<file path="config.mk">
export PLATFORM = sky130hd
export DESIGN_NAME = rr_encoder_arbiter_flat
export DESIGN_NICKNAME = d
export VERILOG_FILES = /design/src/rtl/rr_encoder_arbiter_if.sv /design/src/rtl/rr_encoder_arbiter.sv /design/src/flat_wrapper.sv
export SDC_FILE = /design/constraint.sdc
export NUM_CORES = 1
export LEC_CHECK = 0
export ABC_CLOCK_PERIOD_IN_PS = 2900
export BUFFER_PORTS_ARGS = -buffer_cell sky130_fd_sc_hd__buf_2
export CORE_MARGIN = 2
export CORE_UTILIZATION = 55
export DETAILED_ROUTE_END_ITERATION = 10
export GPL_TIMING_DRIVEN = 1
export PLACE_DENSITY = 0.86
export SLEW_MARGIN = 20
export SYNTH_ARGS = -nofsm -noshare
export SYNTH_HDL_FRONTEND = slang
export SYNTH_SLANG_ARGS = --single-unit
</file>
<file path="constraint.sdc">
create_clock -name i_clk -period 2.9 [get_ports i_clk]
set_clock_uncertainty 0.05 [all_clocks]
set_input_delay 0.58 -clock i_clk [delete_from_list [all_inputs] [get_ports i_clk]]
set_output_delay 0.58 -clock i_clk [all_outputs]
set_load 0.05 [all_outputs]
</file>
<file path="src/rtl/rr_encoder_arbiter_if.sv">
// Request/grant bundle between the requesting units and the round-robin arbiter.
// Requesters drive through master; the arbiter attaches through slave.
interface rr_encoder_arbiter_if #(
  parameter int N     = 4,
  parameter int IDX_W = 2
);
  logic [N-1:0]     req;
  logic             done;
  logic [N-1:0]     grant;
  logic [IDX_W-1:0] grant_idx;
  logic             grant_valid;
  logic             timeout;

  modport master (
    output req, done,
    input  grant, grant_idx, grant_valid, timeout
  );

  modport slave (
    input  req, done,
    output grant, grant_idx, grant_valid, timeout
  );
endinterface

</file>
<file path="src/rtl/rr_encoder_arbiter.sv">
// Four-way round-robin arbiter with one-hot and encoded grant, hold-time limit,
// and a mandatory idle cycle between owners. All outputs are registered.
module rr_encoder_arbiter #(
  parameter int N        = 4,
  parameter int IDX_W    = 2,
  parameter int MAX_HOLD = 8,
  parameter int CNT_W    = 8
) (
  input  logic                  i_clk,
  input  logic                  i_rst,
  rr_encoder_arbiter_if.slave   io_arb
);

  typedef enum logic [0:0] {ST_IDLE = 1'b0, ST_GRANT = 1'b1} state_t;

  state_t           r_state;
  logic [N-1:0]     r_grant;
  logic [IDX_W-1:0] r_idx;
  logic             r_valid;
  logic             r_timeout;
  logic [CNT_W-1:0] r_hold;
  logic [IDX_W-1:0] r_last;

  state_t           w_state;
  logic [N-1:0]     w_grant;
  logic [IDX_W-1:0] w_idx;
  logic             w_valid;
  logic             w_timeout;
  logic [CNT_W-1:0] w_hold;
  logic [IDX_W-1:0] w_last;
  logic [IDX_W:0]   w_pick;
  logic             w_rel_done;
  logic             w_rel_drop;
  logic             w_rel_hold;

  // Returns {found, index} of the first set request after last, scanning with wrap.
  // Scanning from the farthest position down lets the closest hit overwrite earlier ones.
  function automatic logic [IDX_W:0] rr_pick(input logic [N-1:0] req,
                                             input logic [IDX_W-1:0] last);
    logic [IDX_W:0]   res;
    logic [IDX_W-1:0] pos;
    res = {(IDX_W+1){1'b0}};
    for (int i = N; i >= 1; i--) begin
      pos = IDX_W'((int'(last) + i) % N);
      res = req[pos] ? {1'b1, pos} : res;
    end
    return res;
  endfunction

  // Next-state and next-output decode for the IDLE/GRANT machine.
  always_comb begin
    w_state    = r_state;
    w_grant    = r_grant;
    w_idx      = r_idx;
    w_valid    = r_valid;
    w_timeout  = 1'b0;
    w_hold     = r_hold;
    w_last     = r_last;
    w_pick     = rr_pick(io_arb.req, r_last);
    w_rel_done = io_arb.done;
    w_rel_drop = ~io_arb.req[r_idx];
    w_rel_hold = (r_hold == CNT_W'(MAX_HOLD - 1));

    case (r_state)
      ST_IDLE: begin
        if (w_pick[IDX_W]) begin
          w_state = ST_GRANT;
          w_grant = N'(1'b1) << w_pick[IDX_W-1:0];
          w_idx   = w_pick[IDX_W-1:0];
          w_valid = 1'b1;
          w_hold  = {CNT_W{1'b0}};
        end else begin
          w_grant = {N{1'b0}};
          w_idx   = {IDX_W{1'b0}};
          w_valid = 1'b0;
          w_hold  = {CNT_W{1'b0}};
        end
      end
      ST_GRANT: begin
        if (w_rel_done || w_rel_drop || w_rel_hold) begin
          w_state   = ST_IDLE;
          w_grant   = {N{1'b0}};
          w_idx     = {IDX_W{1'b0}};
          w_valid   = 1'b0;
          w_hold    = {CNT_W{1'b0}};
          w_last    = r_idx;
          // Timeout flags only a release the owner did not ask for itself.
          w_timeout = w_rel_hold & ~w_rel_done & ~w_rel_drop;
        end else begin
          w_hold = r_hold + CNT_W'(1);
        end
      end
      default: begin
        w_state = ST_IDLE;
        w_grant = {N{1'b0}};
        w_idx   = {IDX_W{1'b0}};
        w_valid = 1'b0;
        w_hold  = {CNT_W{1'b0}};
      end
    endcase
  end

  // State and output registers; last_ptr resets to N-1 so requester 0 wins first.
  always_ff @(posedge i_clk or posedge i_rst) begin
    if (i_rst) begin
      r_state   <= ST_IDLE;
      r_grant   <= {N{1'b0}};
      r_idx     <= {IDX_W{1'b0}};
      r_valid   <= 1'b0;
      r_timeout <= 1'b0;
      r_hold    <= {CNT_W{1'b0}};
      r_last    <= IDX_W'(N - 1);
    end else begin
      r_state   <= w_state;
      r_grant   <= w_grant;
      r_idx     <= w_idx;
      r_valid   <= w_valid;
      r_timeout <= w_timeout;
      r_hold    <= w_hold;
      r_last    <= w_last;
    end
  end

  assign io_arb.grant       = r_grant;
  assign io_arb.grant_idx   = r_idx;
  assign io_arb.grant_valid = r_valid;
  assign io_arb.timeout     = r_timeout;

endmodule

</file>
<file path="src/flat_wrapper.sv">
// flat-port wrapper written by rule: the top's interface ports become plain ports
module rr_encoder_arbiter_flat 
#(
  parameter int N        = 4,
  parameter int IDX_W    = 2,
  parameter int MAX_HOLD = 8,
  parameter int CNT_W    = 8
)
  (i_clk, i_rst, io_arb_req, io_arb_done, io_arb_grant, io_arb_grant_idx, io_arb_grant_valid, io_arb_timeout);
  rr_encoder_arbiter_if #(.N(N), .IDX_W(IDX_W)) io_arb_i ();
  input  logic i_clk;
  input  logic i_rst;
  input wire logic [$bits(io_arb_i.req)-1:0] io_arb_req;
  input wire logic [$bits(io_arb_i.done)-1:0] io_arb_done;
  output wire logic [$bits(io_arb_i.grant)-1:0] io_arb_grant;
  output wire logic [$bits(io_arb_i.grant_idx)-1:0] io_arb_grant_idx;
  output wire logic [$bits(io_arb_i.grant_valid)-1:0] io_arb_grant_valid;
  output wire logic [$bits(io_arb_i.timeout)-1:0] io_arb_timeout;
  assign io_arb_i.req = io_arb_req;
  assign io_arb_i.done = io_arb_done;
  assign io_arb_grant = io_arb_i.grant;
  assign io_arb_grant_idx = io_arb_i.grant_idx;
  assign io_arb_grant_valid = io_arb_i.grant_valid;
  assign io_arb_timeout = io_arb_i.timeout;
  rr_encoder_arbiter #(.N(N), .IDX_W(IDX_W), .MAX_HOLD(MAX_HOLD), .CNT_W(CNT_W)) u_core (.i_clk(i_clk), .i_rst(i_rst), .io_arb(io_arb_i));
endmodule
</file>
# Word level (Yosys, flattened, before mapping)
# Cells that the tools add are included.
# totals
inputBits,7
wordCells,57
output_inout_bits,8
regBits,19
# op_classes
n_bitwise,5
shifts,1
magnitude_cmp,5
addsub,5
muxes,29
reduce_logical,3
n_eq_ne,2
# ops
operator,n
8-bit case mux with 2 select lines,1
"2-bit by 3-bit < comparator with 1-bit output, second input constant",5
3-bit two-way mux,4
1-bit binary-select mux with 2-bit select,5
1-bit two-way mux,10
"8-bit by 1-bit adder with 8-bit output, second input constant",1
"8-bit by 3-bit == test with 1-bit output, second input constant",1
4-bit two-way mux,2
8-bit two-way mux,1
4-bit case mux with 2 select lines,1
"2-bit by 1-bit adder with 2-bit output, second input constant",2
"2-bit adder, second input constant",2
2-bit two-way mux,2
1-bit case mux with 2 select lines,2
2-bit case mux with 2 select lines,1
"1-bit by 2-bit left shift with 4-bit output, first input constant",1
1-bit inverter,3
1-bit AND,2
1-bit logical OR,2
"2-bit inequality test, second input constant",1
2-bit AND reduction,1

# Longest topological paths before layout
# Gate-level depths: netlist (run 1).
# depth
depth_word,10
mapped_depth,5
ltp_nobuf,5

# Worst setup path after synthesis (run 1)
# No wires, ideal clock.
# synth_path
path_type,register -> register
from,reg u_core.r_idx[0] (netlist: u_core.io_arb.grant_idx[0])
to,reg u_core.r_grant[3] (netlist: u_core.io_arb.grant[3])
path_slack_ps,990
setup_time_ps,121
stages_incl_launch_ff,5
t_required_ps,2729
synth_period_minus_slack_ps,1910
arrival_ps,1739
path_buffers,0
path_cell_list,dfrtp_1 mux2_2 a32oi_2 nor2_1 a22o_1
# synth_via
elab_chain_cells,6
# synth_rtl
element,line,text
from (decl),rr_encoder_arbiter.sv:18,logic [IDX_W-1:0] r_idx;
from (signal assigned),rr_encoder_arbiter.sv:108,r_idx <= {IDX_W{1'b0}};
from (signal assigned),rr_encoder_arbiter.sv:116,r_idx <= w_idx;
1-bit binary-select mux with 2-bit select,rr_encoder_arbiter.sv:61,w_rel_drop = ~io_arb.req[r_idx];
1-bit two-way mux (implied by the code),rr_encoder_arbiter.sv:61,
1-bit inverter,rr_encoder_arbiter.sv:61,
1-bit logical OR (2 in series),rr_encoder_arbiter.sv:80,if (w_rel_done || w_rel_drop || w_rel_hold) begin
2-bit inequality test (no source line),n/a,
to (signal assigned),rr_encoder_arbiter.sv:107,r_grant <= {N{1'b0}};
to (signal assigned),rr_encoder_arbiter.sv:115,r_grant <= w_grant;
to (decl),rr_encoder_arbiter.sv:17,logic [N-1:0] r_grant;
# Every way passes these cells. The select of a mux whose other input is x is not followed.
# A chain may end at the register's enable or synchronous reset.

# Final worst setup path (run 1)
# layout_path
from,reg u_core.r_last[0]
to,reg u_core.r_grant[2] (netlist: u_core.io_arb.grant[2])
# layout_via
elab_chain_cells,10
word_cells_on_any_way,19
cone_classes,add/sub: 4; shift: 1; mux: 14
# layout_rtl
element,line,text
from (decl),rr_encoder_arbiter.sv:22,logic [IDX_W-1:0] r_last;
from (signal assigned),rr_encoder_arbiter.sv:112,r_last <= IDX_W'(N - 1);
from (signal assigned),rr_encoder_arbiter.sv:120,r_last <= w_last;
2-bit by 1-bit adder with 2-bit output,rr_encoder_arbiter.sv:44,pos = IDX_W'((int'(last) + i) % N);
1-bit binary-select mux with 2-bit select,rr_encoder_arbiter.sv:45,"res = req[pos] ? {1'b1, pos} : res;"
1-bit two-way mux (implied by the code),rr_encoder_arbiter.sv:45,
3-bit two-way mux (3 in series),rr_encoder_arbiter.sv:45,
3-bit two-way mux (*),rr_encoder_arbiter.sv:45,
1-bit by 2-bit left shift with 4-bit output,rr_encoder_arbiter.sv:68,w_grant = N'(1'b1) << w_pick[IDX_W-1:0];
4-bit two-way mux (*),rr_encoder_arbiter.sv:66,if (w_pick[IDX_W]) begin
4-bit case mux with 2 select lines (*),rr_encoder_arbiter.sv:64,case (r_state)
# Mark *: on every way between the ends. The rest lies on a longest branch, timed or not. The select of a mux whose other input is x is not followed.

==> results.ini, run 1 <==
[status]
status = finished clean

[route]
drt_iter0_drc = 14
ant_nets = 0
wl_mm = 1.72
drc = 0
num_vias = 692
vias_per_cell = 5.91
firstDrtPassIters = 5
wl_per_cell_um = 14.7

[critical_path]
critPathCaptureType = flip-flop
crit_path_max_fanout = 4
slowest_stage = dfstp_2
worst_path_largest_cell_delay_ns = 0.57
worst_ep_required_time_ns = 3.05
worstPathCellList = and3b_1, o31ai_1, inv_1, a32o_1
critPathArrivalTime_ns = 1.94
critical_path_class = flip-flop to flip-flop
crit_path_start_kind = flip-flop

[floorplanning]
core_mm2 = 0.00154
io_pins = 15
rows = 14
fp.dieH_um = 45.2
start_util_pct = 60.5
die_x_um = 45.2
dieArea_mm2 = 0.00204

[placed_design]
port_buffers = 14
gp_congestion = 0.810
hpwlAfterDp_mm = 1.37

[final_layout]
diodes = 0
area_growth_pct = 12.6
final_cell_mix = dfrtp_1, nor2_1, buf_2
layout-drive-gt1-share_pct = 29.7
final_common_cell = dfrtp_1
fin_nets = 110

[timing]
setup_viol = 0
maxClockFrequency_ghz = 0.559
slew_violations = 0
final-hold-violation-count = 0
rsz0062_at_grt = no
period_share_pct = 61.7
period_minus_slack_ns = 1.79
fin_setup_tns_ns = 0
max_slew.worst_pin.slew_ns = 0.686
slew_headroom_pct = 54.2

[synthesis]
netlist-cell-type-count = 35
syn-num-nets = 91
syn_area_um2 = 932
yosysSeqAreaShare_pct = 51.3
ys_ff_latch = 19
synth_area_per_cell_um2 = 11.2
yosysWarnings = 0
synthCells = 83

[job]
cap_violations = 0

[power_and_ir_drop]
finalPower_mw = 0.938
p_per_area_mw_per_mm2 = 893
leakagePower_nw = 0.496
irDropWorstVdd_mv = 0.684

[clock_network]
insertion_delay_ns = 0.29
cts-htree-levels = 1
ctsHoldBuffers = 0
cts_tree = done
numCtsBuffers = 3
clk_path_buf_depth = 2
postCtsSetupRepairBufs = 0
clockRootBuffer = clkbuf_4
clk_pin_slew_ns = 0.11
cts_sinks = 19
cts_resized = 0

[global_routing]
use_met2_pct = 33.4
grt_overflow = 0
grt_max_degree = 20
use_met3_pct = 2.40
grt_busiest_layer = met2
grt_pass1_vias = 653
antenna_found_initial = 0
grt_use_met1_pct = 26.5
track_usage_pct = 19.6
grt_first_pass_wirelength_mm = 2.83

[worst_hold_path]
hold_class = input port to async pin

==> cell usage after synthesis (all sizes together) <==
| master | n | area [um^2] |
|---|---|---|
| a21oi | 1 | 5.00 |
| mux2i | 1 | 10.0 |
| and2 | 1 | 6.26 |
| a32o | 3 | 30.0 |
| ha | 1 | 12.5 |
| mux2 | 4 | 45.0 |
| nand2 | 1 | 3.75 |
| xnor2 | 4 | 35.0 |
| nor3 | 2 | 21.3 |
| and3 | 1 | 6.26 |
| nand4 | 1 | 6.26 |
| nor4 | 1 | 6.26 |
| o21ai | 2 | 13.8 |
| or3b | 1 | 8.76 |
| inv | 2 | 7.51 |
| or2 | 3 | 18.8 |
| nor2b | 3 | 18.8 |
| nand2b | 1 | 6.26 |
| dfstp | 2 | 52.6 |
| nand3 | 3 | 15.0 |
| a32oi | 1 | 16.3 |
| o221ai | 1 | 8.76 |
| dfrtp | 17 | 425 |
| a22o | 2 | 17.5 |
| a22oi | 1 | 7.51 |
| nor2 | 14 | 52.6 |
| a21o | 2 | 15.0 |
| or4 | 1 | 11.3 |
| xor2 | 2 | 17.5 |
| o31ai | 1 | 7.51 |
| nor3b | 2 | 15.0 |
| and3b | 1 | 8.76 |
==> critical path: cells and delay by family (launching register included) <==
family                 cells  cell delay (ns)
AO/OA/AOI/OAI              2             0.80
buffers and inverters      1             0.09
flip-flops                 1             0.57
AND/OR/NAND/NOR            1             0.19
==> final timing paths <==
check,start,endpoint,slack (ns),cells past startpoint
setup / recovery,u_core.r_last[0],u_core.io_arb.grant[2],1.11,4
hold / removal,i_rst,u_core.io_arb.grant[1],0.32,2
setup reg to reg,u_core.r_last[0],u_core.io_arb.grant[2],1.11,4
hold reg to reg,u_core.r_hold[0],u_core.r_hold[0],0.45,1
max in group asynchronous,i_rst,u_core.r_hold[0],2.05,2
min in group i_clk,u_core.r_hold[0],u_core.r_hold[0],0.45,1
==> cells by family (layout without fill, tap and decap cells) <==
| family | Yosys count | count (layout) | synth area share [%] |
|---|---|---|---|
| simple gates | 36 | 36 | 22.0 |
| flops | 19 | 19 | 51.3 |
| compound gates | 14 | 14 | 13.0 |
| xor+xnor | 6 | 6 | 5.64 |
| mux | 5 | 5 | 5.91 |
| buf+inv | 2 | 20 | 0.806 |
| fa+ha+maj | 1 | 1 | 1.34 |
==> where the power goes <==
part,switching [mW],internal [mW],total [mW]
sequential,0.0680,0.339,0.407
clock,0.0809,0.0513,0.132
combinational,0.267,0.132,0.399
total,0.416,0.522,0.938
==> per-layer routing <==
layer,vias to the layer above,share of wire (%)
met3,0,4.7
met4,0,0
met5,-,0
li1,337,-
met1,333,47
met2,22,48
==> area by class of cell <==
cell class	instances	area (um^2)
Tap cell	16	20.0
Fill cell	118	492
Inverter	2	7.51
Clock inverter	1	5.00
Sequential cell	19	478
Multi-Input combinational cell	62	447
Timing Repair Buffer	14	70.1
Clock buffer	3	22.5
==> registers in the layout (all words and copies together), names as in the netlist <==
signal	count
u_core.io_arb.timeout	1
u_core.r_last	2
u_core.io_arb.grant_valid	1
u_core.r_state	1
u_core.io_arb.grant_idx	2
u_core.r_hold	8
u_core.io_arb.grant	4
==> through the flow <==
step	utilization (%)	hold WS (ns)	std cells	setup WS, ns	cell area [um^2]
floorplan	-	0.394	83	0.990	932
global placement	66.3	0.408	113	1.01	1020
detailed placement	66.3	0.420	113	0.959	1020
CTS	68.1	0.353	117	1.11	1050
global route	68.1	0.400	117	0.990	1050
finish	68.1	0.316	117	1.11	1050
Note: power is estimated with default switching activity, not from simulation.
==> inputs of run 2 (changes only) <==
--- a/config.mk
+++ b/config.mk
@@ -5,13 +5,13 @@
 export SDC_FILE = /design/constraint.sdc
 export NUM_CORES = 1
 export LEC_CHECK = 0
-export ABC_CLOCK_PERIOD_IN_PS = 2900
+export ABC_CLOCK_PERIOD_IN_PS = 1830
 export BUFFER_PORTS_ARGS = -buffer_cell sky130_fd_sc_hd__buf_2
 export CORE_MARGIN = 2
-export CORE_UTILIZATION = 55
+export CORE_UTILIZATION = 53
 export DETAILED_ROUTE_END_ITERATION = 10
 export GPL_TIMING_DRIVEN = 1
-export PLACE_DENSITY = 0.86
+export PLACE_DENSITY = 0.84
 export SLEW_MARGIN = 20
 export SYNTH_ARGS = -nofsm -noshare
 export SYNTH_HDL_FRONTEND = slang
==> constraint.sdc (replaced) <==
create_clock -name i_clk -period 1.83 [get_ports i_clk]
set_clock_uncertainty 0.05 [all_clocks]
set_input_delay 0.366 -clock i_clk [delete_from_list [all_inputs] [get_ports i_clk]]
set_output_delay 0.366 -clock i_clk [all_outputs]
set_load 0.05 [all_outputs]
==> results.ini, run 2 (synthesized netlist as in run 1, its figures left out) <==
[status]
status = finished clean  ; unchanged

[global_routing]
grt_max_degree = 20  ; unchanged
grt_overflow = 0  ; unchanged
track_usage_pct = 19.0  ; was 19.6%
antenna_found_initial = 0  ; unchanged
grt_first_pass_wirelength_mm = 2.77  ; was 2.83 mm
grt_pass1_vias = 624  ; was 653

[final_layout]
largest_reg_flops = 8  ; unchanged
final_cell_mix = dfrtp_1, nor2_1, buf_2  ; unchanged
regArea_um2 = 479  ; was 478 um^2
area_growth_pct = 15.3  ; was 12.6%
diodes = 0  ; unchanged
final_common_cell = dfrtp_1  ; unchanged
multi_input_area_um2 = 447  ; unchanged
fin_area_mm2 = 0.00107  ; was 0.00105 mm^2
regMostFlops = u_core.r_hold  ; unchanged
layout-drive-gt1-share_pct = 32.7  ; was 29.7%
num-fill-cells = 141  ; was 118
fin_nets = 113  ; was 110

[timing]
slew_violations = 0  ; unchanged
final-hold-violation-count = 0  ; unchanged
maxClockFrequency_ghz = 0.576  ; was 0.559 GHz
fin_setup_tns_ns = 0  ; unchanged
period_share_pct = 94.8  ; was 61.7%
period_minus_slack_ns = 1.73  ; was 1.79 ns
rsz0062_at_grt = no  ; unchanged
setup_viol = 0  ; unchanged
max_slew.worst_pin.slew_ns = 0.469  ; was 0.686 ns
whs_ns = 0.0109  ; was 0.316 ns
slew_headroom_pct = 68.6  ; was 54.2%

[critical_path]
cpLargestDelayFamily = simple AND/OR/NAND/NOR gates  ; was compound AO/OA/AOI/OAI gates
worst_path_largest_cell_delay_ns = 0.57  ; about the same
critPathArrivalTime_ns = 1.88  ; was 1.94 ns
crit_path_start_kind = flip-flop  ; unchanged
critPathCaptureType = flip-flop  ; unchanged
worstPathCellList = or4_4, nor3_4, nor2_1, a22o_1  ; was and3b_1, o31ai_1, inv_1, a32o_1
worst_ep_required_time_ns = 1.97  ; was 3.05 ns
cp_num_buf_inv = 0  ; was 1
critical_path_class = flip-flop to flip-flop  ; unchanged
crit_path_max_fanout = 8  ; was 4
slowest_stage = or4_4  ; was dfstp_2

[clock_network]
clk_pin_slew_ns = 0.10  ; was 0.11 ns
cts_resized = 0  ; unchanged
numCtsBuffers = 3  ; unchanged
cts-htree-levels = 1  ; unchanged
clockRootBuffer = clkbuf_4  ; unchanged
clk_path_buf_depth = 2  ; unchanged
cts_sinks = 19  ; unchanged
postCtsSetupRepairBufs = 0  ; unchanged
cts_tree = done  ; unchanged
ctsHoldBuffers = 0  ; unchanged
insertion_delay_ns = 0.29  ; about the same

[job]
cap_violations = 0  ; unchanged

[floorplanning]
rows = 15  ; was 14
fp.dieH_um = 45.9  ; was 45.2 um
dieArea_mm2 = 0.00211  ; was 0.00204 mm^2
die_x_um = 45.9  ; was 45.2 um
core_mm2 = 0.00169  ; was 0.00154 mm^2
start_util_pct = 55.2  ; was 60.5%
io_pins = 15  ; unchanged

[route]
ant_nets = 0  ; unchanged
wl_per_cell_um = 13.9  ; was 14.7 um
drt_iter0_drc = 14  ; unchanged
wl_mm = 1.69  ; was 1.72 mm
drc = 0  ; unchanged
num_vias = 697  ; was 692
vias_per_cell = 5.76  ; was 5.91
firstDrtPassIters = 4  ; was 5

[power_and_ir_drop]
leakagePower_nw = 0.509  ; was 0.496 nW
p_per_area_mw_per_mm2 = 1400  ; was 893 mW/mm^2
power_frac_clock_pct = 13.6  ; was 14.1%
irDropWorstVdd_mv = 1.32  ; was 0.684 mV
p_comb_share_pct = 43.4  ; was 42.5%
p_seq_share_pct = 43.0  ; was 43.4%
switchingPower_mw = 0.660  ; was 0.416 mW
finalPower_mw = 1.51  ; was 0.938 mW
p_int_mw = 0.848  ; was 0.522 mW
sw_frac_of_total_pct = 43.8  ; was 44.3%

[placed_design]
postPlaceCellArea_mm2 = 0.00105  ; was 0.00102 mm^2
port_buffers = 14  ; unchanged
gp_congestion = 0.857  ; was 0.810
hpwlAfterDp_mm = 1.26  ; was 1.37 mm

[worst_hold_path]
hold_class = input port to async pin  ; unchanged

-- run 2: changes by cell type in the layout (fill, tap and decap cells not counted), sizes merged --
cell / previous run / this run
buf: 14 / 17
-- run 2: worst min-delay path, delay by kind of cell --
kind                   cells  cell delay [ns]
buffers and inverters      3             0.38
-- run 2: layout make-up --
type,count,share of cell area [%]
tap,17,1.98
multi-input combinational,62,41.6
clock inverter,1,0.466
sequential,19,44.6
clock buffer,3,2.10
timing repair buffer,17,8.61
inverter,2,0.698
-- run 2: path summary, 6_finish.rpt --
kind | start | endpoint | slack [ns] | cells past startpoint
setup reg to reg | u_core.r_hold[6] | u_core.io_arb.grant_idx[0] | 0.1 | 4
setup / recovery | u_core.r_hold[6] | u_core.io_arb.grant_idx[0] | 0.1 | 4
max in group asynchronous | i_rst | u_core.r_last[1] | 1.46 | 3
hold / removal | i_rst | u_core.io_arb.grant[1] | 0.01 | 3
min in group i_clk | io_arb_req[0] | u_core.r_state | 0.41 | 3
hold reg to reg | u_core.io_arb.grant_valid | u_core.io_arb.grant_valid | 0.44 | 1
-- run 2: power by group through the flow --
| stage | sequential (mW) | combinational [mW] | clock [mW] |
|---|---|---|---|
| 2_1_floorplan | 0.857 | 0.274 | 0 |
| 3_3_place_gp | 0.646 | 0.641 | 0 |
| 3_5_place_dp | 0.654 | 0.656 | 0 |
| 4_1_cts | 0.646 | 0.656 | 0.214 |
| 5_1_grt | 0.664 | 0.703 | 0.229 |
| 6_report | 0.648 | 0.655 | 0.206 |
-- run 2: per-stage QoR --
step           cells  utilization, %  setup WS, ns
2_1_floorplan     83               -        0.0700
3_3_place_gp     117            62.0         0.157
3_5_place_dp     117            62.0        0.0958
4_1_cts          121            63.6        0.0886
5_1_grt          121            63.6        0.0154
6_report         121            63.6        0.0954
-- run 2: per-layer routing --
layer	global-route usage (%)	vias up	routed length (um)
li1	-	343	-
met1	27.2	334	813
met2	27.5	18	778
met3	4.37	2	81
met4	8.57	0	12
met5	0	-	0
